### src/rtl/router_fsm_nch.sv
// -----------------------------------------------------------------------------
// router_fsm_nch
// Packet-router control FSM for NUM_CH destination channels. Decodes the
// destination address of each packet, waits for the target FIFO to drain,
// sequences header/payload/parity writes, rides out FIFO-full back-pressure,
// and discards packets addressed to a non-existent channel.
//
// Optional feature: define ROUTER_WAIT_TIMEOUT_EN to bound the dwell in
// WAIT_TILL_EMPTY to WAIT_TIMEOUT cycles. On expiry the packet is dropped and
// timeout_err pulses for one cycle. Without the macro the wait is unbounded
// and timeout_err is tied low.
// -----------------------------------------------------------------------------
module router_fsm_nch #(
  parameter int NUM_CH       = 3,
  parameter int ADDR_W       = 2,
  parameter int WAIT_TIMEOUT = 255
) (
  input  logic              clock,
  input  logic              resetn,
  input  logic              pkt_valid,
  input  logic [ADDR_W-1:0] addr,
  input  logic              parity_done,
  input  logic              low_pkt_valid,
  input  logic              fifo_full,
  input  logic [NUM_CH-1:0] fifo_empty,
  input  logic [NUM_CH-1:0] soft_reset,
  output logic              busy,
  output logic              detect_add,
  output logic              lfd_state,
  output logic              ld_state,
  output logic              laf_state,
  output logic              full_state,
  output logic              rst_int_reg,
  output logic              write_enb_reg,
  output logic [NUM_CH-1:0] ch_sel,
  output logic              drop_state,
  output logic              timeout_err
);

  // Elaboration-time legality checks on the parameters.
  if (NUM_CH < 2 || NUM_CH > 8) begin : g_bad_num_ch
    $error("router_fsm_nch: NUM_CH must be in 2..8");
  end
  if (ADDR_W > 4 || (1 << ADDR_W) < NUM_CH) begin : g_bad_addr_w
    $error("router_fsm_nch: ADDR_W must satisfy clog2(NUM_CH) <= ADDR_W <= 4");
  end
  if (WAIT_TIMEOUT < 1 || WAIT_TIMEOUT > 65535) begin : g_bad_timeout
    $error("router_fsm_nch: WAIT_TIMEOUT must be in 1..65535");
  end

  typedef enum logic [3:0] {
    S_DECODE_ADDRESS     = 4'd0,
    S_WAIT_TILL_EMPTY    = 4'd1,
    S_LOAD_FIRST_DATA    = 4'd2,
    S_LOAD_DATA          = 4'd3,
    S_LOAD_PARITY        = 4'd4,
    S_FIFO_FULL_STATE    = 4'd5,
    S_LOAD_AFTER_FULL    = 4'd6,
    S_CHECK_PARITY_ERROR = 4'd7,
    S_DROP_PACKET        = 4'd8
  } state_t;

  // Channel count widened to the address width plus one so the range check
  // also works when NUM_CH is an exact power of two (e.g. 8 with ADDR_W=3).
  localparam logic [ADDR_W:0]   LP_NUM_CH = (ADDR_W + 1)'(NUM_CH);
  localparam logic [NUM_CH-1:0] LP_ONE    = {{(NUM_CH - 1){1'b0}}, 1'b1};

  state_t            r_state;
  state_t            w_next_state;
  logic [NUM_CH-1:0] r_ch_sel;
  logic [NUM_CH-1:0] w_addr_onehot;
  logic              w_addr_ok;
  logic              w_addr_empty;
  logic              w_sel_empty;
  logic              w_soft_hit;
  logic              w_timeout;

  // Live address decode, only meaningful while in DECODE_ADDRESS.
  assign w_addr_ok     = ({1'b0, addr} < LP_NUM_CH);
  assign w_addr_onehot = w_addr_ok ? (LP_ONE << addr) : '0;
  assign w_addr_empty  = |(fifo_empty & w_addr_onehot);

  // Everything after the decode works off the latched channel, never addr.
  assign w_sel_empty = |(fifo_empty & r_ch_sel);

  // A soft reset only matters for the channel this packet is bound to.
  assign w_soft_hit = (r_state != S_DECODE_ADDRESS) && (|(soft_reset & r_ch_sel));

`ifdef ROUTER_WAIT_TIMEOUT_EN
  localparam logic [15:0] LP_WAIT_LAST = 16'(WAIT_TIMEOUT - 1);

  logic [15:0] r_wait_cnt;
  logic        r_timeout_err;

  // Expiry is flagged on the WAIT_TIMEOUT-th cycle spent waiting; an empty
  // FIFO on that same cycle still wins and the packet proceeds.
  assign w_timeout = (r_state == S_WAIT_TILL_EMPTY) &&
                     (r_wait_cnt == LP_WAIT_LAST) && !w_sel_empty;

  // Dwell counter: zero on every entry to WAIT_TILL_EMPTY, +1 per cycle there.
  always_ff @(posedge clock) begin
    if (!resetn) begin
      r_wait_cnt <= '0;
    end else if (r_state == S_WAIT_TILL_EMPTY && w_next_state == S_WAIT_TILL_EMPTY) begin
      r_wait_cnt <= r_wait_cnt + 16'd1;
    end else begin
      r_wait_cnt <= '0;
    end
  end

  // One-cycle error pulse; WAIT->DROP is only reachable through the timeout.
  always_ff @(posedge clock) begin
    if (!resetn) begin
      r_timeout_err <= 1'b0;
    end else begin
      r_timeout_err <= (r_state == S_WAIT_TILL_EMPTY) && (w_next_state == S_DROP_PACKET);
    end
  end

  assign timeout_err = r_timeout_err;
`else
  assign w_timeout   = 1'b0;
  assign timeout_err = 1'b0;
`endif

  // State register with synchronous active-low reset.
  // NOTE: clocked state uses non-blocking (<=) so every flop samples the
  // pre-edge values; blocking here would create order-dependent races.
  always_ff @(posedge clock) begin
    if (!resetn) begin
      r_state <= S_DECODE_ADDRESS;
    end else begin
      r_state <= w_next_state;
    end
  end

  // Next-state logic: soft reset beats timeout, timeout beats normal flow.
  // NOTE: the default assignment first guarantees every path drives
  // w_next_state, so no latch is inferred for untaken branches.
  always_comb begin
    w_next_state = r_state;
    if (w_soft_hit) begin
      w_next_state = S_DECODE_ADDRESS;
    end else if (w_timeout) begin
      w_next_state = S_DROP_PACKET;
    end else begin
      unique case (r_state)
        S_DECODE_ADDRESS: begin
          if (pkt_valid) begin
            if (!w_addr_ok)        w_next_state = S_DROP_PACKET;
            else if (w_addr_empty) w_next_state = S_LOAD_FIRST_DATA;
            else                   w_next_state = S_WAIT_TILL_EMPTY;
          end
        end
        S_WAIT_TILL_EMPTY: begin
          if (w_sel_empty) w_next_state = S_LOAD_FIRST_DATA;
        end
        S_LOAD_FIRST_DATA: begin
          w_next_state = S_LOAD_DATA;
        end
        S_LOAD_DATA: begin
          if (fifo_full)       w_next_state = S_FIFO_FULL_STATE;
          else if (!pkt_valid) w_next_state = S_LOAD_PARITY;
        end
        S_LOAD_PARITY: begin
          w_next_state = S_CHECK_PARITY_ERROR;
        end
        S_FIFO_FULL_STATE: begin
          if (!fifo_full) w_next_state = S_LOAD_AFTER_FULL;
        end
        S_LOAD_AFTER_FULL: begin
          if (parity_done)        w_next_state = S_DECODE_ADDRESS;
          else if (low_pkt_valid) w_next_state = S_LOAD_PARITY;
          else                    w_next_state = S_LOAD_DATA;
        end
        S_CHECK_PARITY_ERROR: begin
          if (fifo_full) w_next_state = S_FIFO_FULL_STATE;
          else           w_next_state = S_DECODE_ADDRESS;
        end
        S_DROP_PACKET: begin
          if (!pkt_valid) w_next_state = S_DECODE_ADDRESS;
        end
        default: begin
          w_next_state = S_DECODE_ADDRESS;
        end
      endcase
    end
  end

  // Channel latch: captured when leaving DECODE_ADDRESS, cleared on any
  // return to it; a dropped packet captures all-zero.
  always_ff @(posedge clock) begin
    if (!resetn) begin
      r_ch_sel <= '0;
    end else if (w_next_state == S_DECODE_ADDRESS) begin
      r_ch_sel <= '0;
    end else if (r_state == S_DECODE_ADDRESS) begin
      r_ch_sel <= w_addr_onehot;
    end
  end

  assign ch_sel = r_ch_sel;

  // Moore output decode straight from the state register.
  always_comb begin
    detect_add    = 1'b0;
    lfd_state     = 1'b0;
    ld_state      = 1'b0;
    laf_state     = 1'b0;
    full_state    = 1'b0;
    rst_int_reg   = 1'b0;
    drop_state    = 1'b0;
    write_enb_reg = 1'b0;
    busy          = 1'b1;
    unique case (r_state)
      S_DECODE_ADDRESS: begin
        detect_add = 1'b1;
        busy       = 1'b0;
      end
      S_WAIT_TILL_EMPTY: begin
        busy = 1'b1;
      end
      S_LOAD_FIRST_DATA: begin
        lfd_state     = 1'b1;
        write_enb_reg = 1'b1;
      end
      S_LOAD_DATA: begin
        ld_state      = 1'b1;
        write_enb_reg = 1'b1;
        busy          = 1'b0;
      end
      S_LOAD_PARITY: begin
        write_enb_reg = 1'b1;
      end
      S_FIFO_FULL_STATE: begin
        full_state = 1'b1;
      end
      S_LOAD_AFTER_FULL: begin
        laf_state     = 1'b1;
        write_enb_reg = 1'b1;
      end
      S_CHECK_PARITY_ERROR: begin
        rst_int_reg = 1'b1;
      end
      S_DROP_PACKET: begin
        drop_state = 1'b1;
        busy       = 1'b0;
      end
      default: begin
        busy = 1'b1;
      end
    endcase
  end

endmodule

### config.mk
export PLATFORM = sky130hd
export DESIGN_NAME = router_fsm_nch
export DESIGN_NICKNAME = d
export VERILOG_FILES = /design/src/rtl/router_fsm_nch.sv
export SDC_FILE = /design/constraint.sdc
export NUM_CORES = 1
export LEC_CHECK = 0
export CORE_MARGIN = 2
export CORE_UTILIZATION = 40
export CTS_CLUSTER_DIAMETER = 30
export DETAILED_ROUTE_END_ITERATION = 12
export PLACE_DENSITY = 0.76
export RECOVER_POWER = 50
export SYNTH_ARGS = -nofsm -noshare
export SYNTH_HDL_FRONTEND = slang
export SYNTH_SLANG_ARGS = --single-unit
### constraint.sdc
create_clock -name clock -period 2.45 [get_ports clock]
set_input_delay 0.245 -clock clock [delete_from_list [all_inputs] [get_ports clock]]
set_output_delay 0.245 -clock clock [all_outputs]
set_load 0.01 [all_outputs]
==> impl_metrics.ini, run 1 <==
[timing]
worst_pin_slew_ns = 0.584
slew_headroom = 0.610
finalCritPeriodShare = 0.916
grt_setup_unrepaired = no
max_freq_mhz = 446
skew_ns = 0.00326
finalCriticalPeriod_ns = 2.24
maxSlewViolCount = 0
hold_violations = 0
fin_tns_setup_ns = 0
setup_violations = 0

[die]
ios = 27
std_cell_rows = 14
die_area_um2 = 1930
die_w_um = 44.0
initial_core_util = 0.424
core_um2 = 1510
die_h_um = 44.0

[min_path]
min_from = ch_sel[2]
hold-path-endpoint = ch_sel[2]
hold_depth = 2
hold_path_class = flip-flop to flip-flop

[clock_network]
ctsHtreeMaxLevel = 1
clk_path_buf_depth = 2
cts_buffers = 3
cts_tree = yes
insertion_delay_ns = 0.25
clock_sinks = 7
ctsResizeCount = 0
ctsHoldBuffers = 0
clkTransAtPathRegs_ns = 0.05
cts-root-buf = clkbuf_4
post_cts.repair.setup_buffers = 0

[synthesis]
synthesis.nets = 92
synth_cell_types = 37
synthesis.area_um2 = 639
yosysMostFrequentCell = nor2_1
synth_seq_cells = 7
synth_flop_cell = dfxtp_1
async_flop_share = 0
ys_top_cells_by_count = nor2_1 (8), dfxtp_1 (7), a21oi_1 (5), nor2b_1 (5)
ys_warn_count = 0
synth_edf_count = 0
avgSynthCellArea_um2 = 8.20
synth_area_leaders = dfxtp_1 (22%), mux2i_1 (6.3%), nor2b_1 (4.9%)
synth_top_cell_by_area = dfxtp_1
yosysSeqAreaShare = 0.219
synth_top_area_share = 0.219
syn_inst = 78

[placement]
portBuffers = 25
post-place-cells = 112
hpwl_um = 1190
dpl_cell_area_um2 = 860
place_congestion = 0.791

[setup_path]
cp-end-kind = primary output
cpMaxStageDelayCell = dfxtp_1
critPathRequiredTime_ns = 2.20
cp_max_fo = 13
critPathKind = flip-flop to primary output
crit_chain = nor2b_1 -> a21oi_1 -> or2_1 -> clkdlybuf4s50_1
rrSetupSlack_ns = 0.60
reg2reg_from = r_state[2]
cp_slowest_stage_delay_ns = 0.56
reg2reg_to = ch_sel[2]
worstSetupStartpointType = flip-flop
worstPathArrival_ns = 2.00
worst-r2r-cell-count = 4

[drt]
wl_per_cell_um = 12.6
firstDrtPassIters = 4
drtIter0Drc = 19
drc = 0
routed_wirelength_um = 1470
ant_nets = 0
vias_per_cell = 5.71
vias = 662

[cells_and_area]
syn2layout_area_growth_pct = 37.6
antennaDiodeCount = 0
design_area_um2 = 880
nNetsFinal = 115
drive_above_1_share = 0.0500
fin_cells = 116
utilization = 0.584

[power]
power_density_nw_per_um2 = 540
p_leak_uw = 0.000371
ir_drop_uv = 347

[global_routing]
antenna_found_initial = 0
grt_pass1_wl_um = 2440
grt_max_degree = 20
grt_remaining_overflow = 0
grt_pass1_vias = 557
track_usage = 0.171

[run_status]
status = complete, no violations

[flow_run]
drv_cap = 0
==> worst max-delay path by stage <==
stage               startpoint        end  slack [ns]
CTS                 r_state[0]       busy        0.21
global placement    r_state[0]       busy        0.54
global route        r_state[0]       busy        0.07
floorplan           r_state[2]  ch_sel[1]        1.07
finish              r_state[0]       busy        0.21
detailed placement  r_state[0]       busy        0.48
==> layout by cell type (no fill, tap or decap) <==
cell type        count
a222oi_1             2
dfxtp_1              7
a41oi_1              1
and2_0               1
nor3_1               4
nand2b_1             3
nor2_1               8
nor3b_1              1
nand3_1              1
inv_1                2
clkbuf_1             1
o41a_1               1
nor4_1               2
a21oi_1              5
maj3_1               1
a2bb2oi_1            2
and4b_1              1
o211a_1              3
a211oi_2             1
and3b_1              1
and3_1               1
or2_1                1
and4_1               1
a22oi_1              1
o21ai_0              1
a211oi_1             2
dlygate4sd3_1        3
clkdlybuf4s50_1     22
nor2b_1              5
mux2i_1              4
clkbuf_4             3
or3b_1               1
conb_1               1
o311ai_0             1
o21bai_1             1
nor4_4               1
nand2_1              3
==> flip-flops by register name (all words and copies together) (netlist names) <==
name and cells:
ch_sel 3, r_state 4
==> worst max-delay path, delay by kind of cell, from the launching register on <==
family	cells	cell delay [ns]
buffers and inverters	1	0.47
and+or+nand+nor	2	0.61
DFF	1	0.56
AOI/OAI and AO/OA	1	0.11
==> logic make-up (layout without fill, tap and decap cells) <==
family | Yosys count | after routing | share of synthesized area
buffers and inverters | 9 | 31 | 0.0900
and+or+nand+nor | 35 | 35 | 0.342
muxes | 4 | 4 | 0.0626
other | 1 | 1 | 0.00587
DFF | 7 | 7 | 0.219
adders and majority gates | 1 | 1 | 0.0157
AOI/OAI and AO/OA | 21 | 21 | 0.264
==> layer usage <==
layer  global-route usage  vias to the layer above  part of all wire
met5                    0                        -                 0
met4               0.0909                        0             0.010
met3               0.0250                        2             0.051
met2                0.241                       18              0.46
met1                0.247                      302              0.48
li1                     -                      340                 -
==> area by class of cell <==
type / instances / area, um^2
Tap cell: 16 / 20.0
Sequential cell: 7 / 140
Timing Repair Buffer: 25 / 250
Multi-Input combinational cell: 62 / 435
Fill cell: 140 / 627
Inverter: 2 / 7.51
Clock buffer: 4 / 26.3
==> through the flow <==
| step | setup slack [ns] | hold WS, ns | power, uW |
|---|---|---|---|
| after detailed placement | 0.482 | 0.562 | 378 |
| after global routing | 0.0679 | 0.603 | 512 |
| after floorplan | 1.07 | 0.444 | 294 |
| final | 0.206 | 0.567 | 475 |
| after global placement | 0.537 | 0.575 | 376 |
| after CTS | 0.207 | 0.568 | 483 |
==> power by group <==
part	internal (uW)	switching, uW
Combinational	117	96.1
Clock	62.0	40.1
Sequential	127	32.8
Total	306	169
Power figures use the tool's default switching activity.
==> run 2, diff against run 1 <==
Settings changed: HOLD_SLACK_MARGIN from default to 0.03.
Clock period 2.45 ns to 2.62 ns, I/O delays scaled along.
==> results of run 2 <==
Same layout as run 1 (identical final DEF). Status: complete, no violations.
Main changes from that run: setup slack after placement 0.482 ns -> 0.635 ns; setup slack after layout 0.206 ns -> 0.359 ns; register-to-register setup slack 0.60 ns -> 0.77 ns; total power 475 uW -> 444 uW; worst IR drop on VDD 347 uV -> 324 uV
==> run 3, diff against run 2 <==
Settings changed: CORE_UTILIZATION 40 to 44, GPL_TIMING_DRIVEN from default to 0, PLACE_DENSITY 0.76 to 0.82.
==> impl_metrics.ini, run 3 (synthesis gave the netlist of run 1 again) <==
[power]
p_leak_uw = 0.000409
power_density_nw_per_um2 = 505
ir_drop_uv = 295

[global_routing]
track_usage = 0.216
antenna_found_initial = 0
grt_pass1_wl_um = 2890
grt_max_degree = 11
grt_remaining_overflow = 0
grt_pass1_vias = 681

[cells_and_area]
syn2layout_area_growth_pct = 45.2
multiInputGateArea_um2 = 435
drive_above_1_share = 0.112
mostFrequentLayoutCells = clkdlybuf4s50_1 (22), nor2_1 (8), dfxtp_1 (7)
nFillCells = 121
nNetsFinal = 122
regMostFlops = r_state
antennaDiodeCount = 0
largest_reg_flops = 4
regArea_um2 = 140
layout_commonest_cell = clkdlybuf4s50_1

[setup_path]
worstSetupStartpointType = flip-flop
crit_chain = clkbuf_1 -> buf_2 -> nand2b_1 -> nor3_1 -> clkdlybuf4s50_1
cp-end-kind = primary output
worstPathArrival_ns = 1.99
cpMaxStageDelayCell = clkdlybuf4s50_1
critPathKind = flip-flop to primary output
cp_slowest_stage_delay_ns = 0.55
critPathRequiredTime_ns = 2.36
cp_max_fo = 10

[flow_run]
drv_cap = 0

[drt]
drc = 0
firstDrtPassIters = 4
wl_per_cell_um = 14.1
ant_nets = 0
vias = 705
drtIter0Drc = 21
vias_per_cell = 5.78
routed_wirelength_um = 1720

[clock_network]
ctsHoldBuffers = 0
ctsHtreeMaxLevel = 1
post_cts.repair.setup_buffers = 0
cts_buffers = 3
insertion_delay_ns = 0.27
cts_tree = yes
clock_sinks = 7
cts-root-buf = clkbuf_4
ctsResizeCount = 0
clk_path_buf_depth = 2
clkTransAtPathRegs_ns = 0.06

[die]
core_um2 = 1330
std_cell_rows = 13
die_area_um2 = 1770
ios = 27
die_h_um = 42.1
die_w_um = 42.1
initial_core_util = 0.479

[timing]
max_freq_mhz = 444
worst_pin_slew_ns = 0.613
fin_tns_setup_ns = 0
hold_violations = 0
worst_slack_ns = 0.370
finalCritPeriodShare = 0.859
finalCriticalPeriod_ns = 2.25
grt_setup_unrepaired = no
slew_headroom = 0.588
setup_violations = 0
maxSlewViolCount = 0
skew_ns = 0.0115
holdWs_ns = 0.583

[placement]
place_worst_setup_slack_ns = 0.713
portBuffers = 25
hpwl_um = 1370
place_congestion = 0.827

[run_status]
status = complete, no violations

[min_path]
hold_path_class = flip-flop to flip-flop
-- run 3: per-stage QoR --
step                      utilization  total power, uW  cells  area (um^2)
after floorplan                     -              275     78          639
after global placement          0.681              364    118          908
after detailed placement        0.681              368    118          908
after CTS                       0.702              476    122          936
after global routing            0.696              500    122          928
final                           0.696              468    122          928
-- run 3: worst max-delay path: cells and delay by family, from the launching register on --
family / cells / cell delay (ns)
buf+inv: 3 / 1.18
flops: 1 / 0.31
simple gates: 2 / 0.22
-- run 3: final timing paths --
check / start / to / slack, ns / depth (start not counted)
setup / recovery: r_state[1] / lfd_state / 0.37 / 5
hold / removal: ch_sel[2] / ch_sel[2] / 0.58 / 2
setup reg to reg: r_state[1] / ch_sel[1] / 0.67 / 5
hold reg to reg: ch_sel[2] / ch_sel[2] / 0.58 / 2
-- run 3: metal layers --
| layer | share of wire | wire length [um] | vias up | track usage |
|---|---|---|---|---|
| met4 | 0.029 | 50 | 0 | 0.125 |
| li1 | - | - | 349 | - |
| met5 | 0 | 0 | - | 0 |
| met2 | 0.47 | 816 | 30 | 0.388 |
| met1 | 0.42 | 728 | 322 | 0.221 |
| met3 | 0.074 | 127 | 4 | 0.0603 |
-- run 3: cell type report --
class,count,share of cell area
plain buffers,7,0.0526
inverters,2,0.00809
repair buffers,25,0.270
clock inverters,1,0.00539
clock buffers,3,0.0243
flip-flops and latches,7,0.151
well taps,15,0.0202
multi-input cells,62,0.469
-- run 3: report_power, final --
part	internal, uW	total, uW	switching, uW
combinational	117	235	118
clock	56.3	106	49.8
sequential	118	127	9.16
total	292	468	177
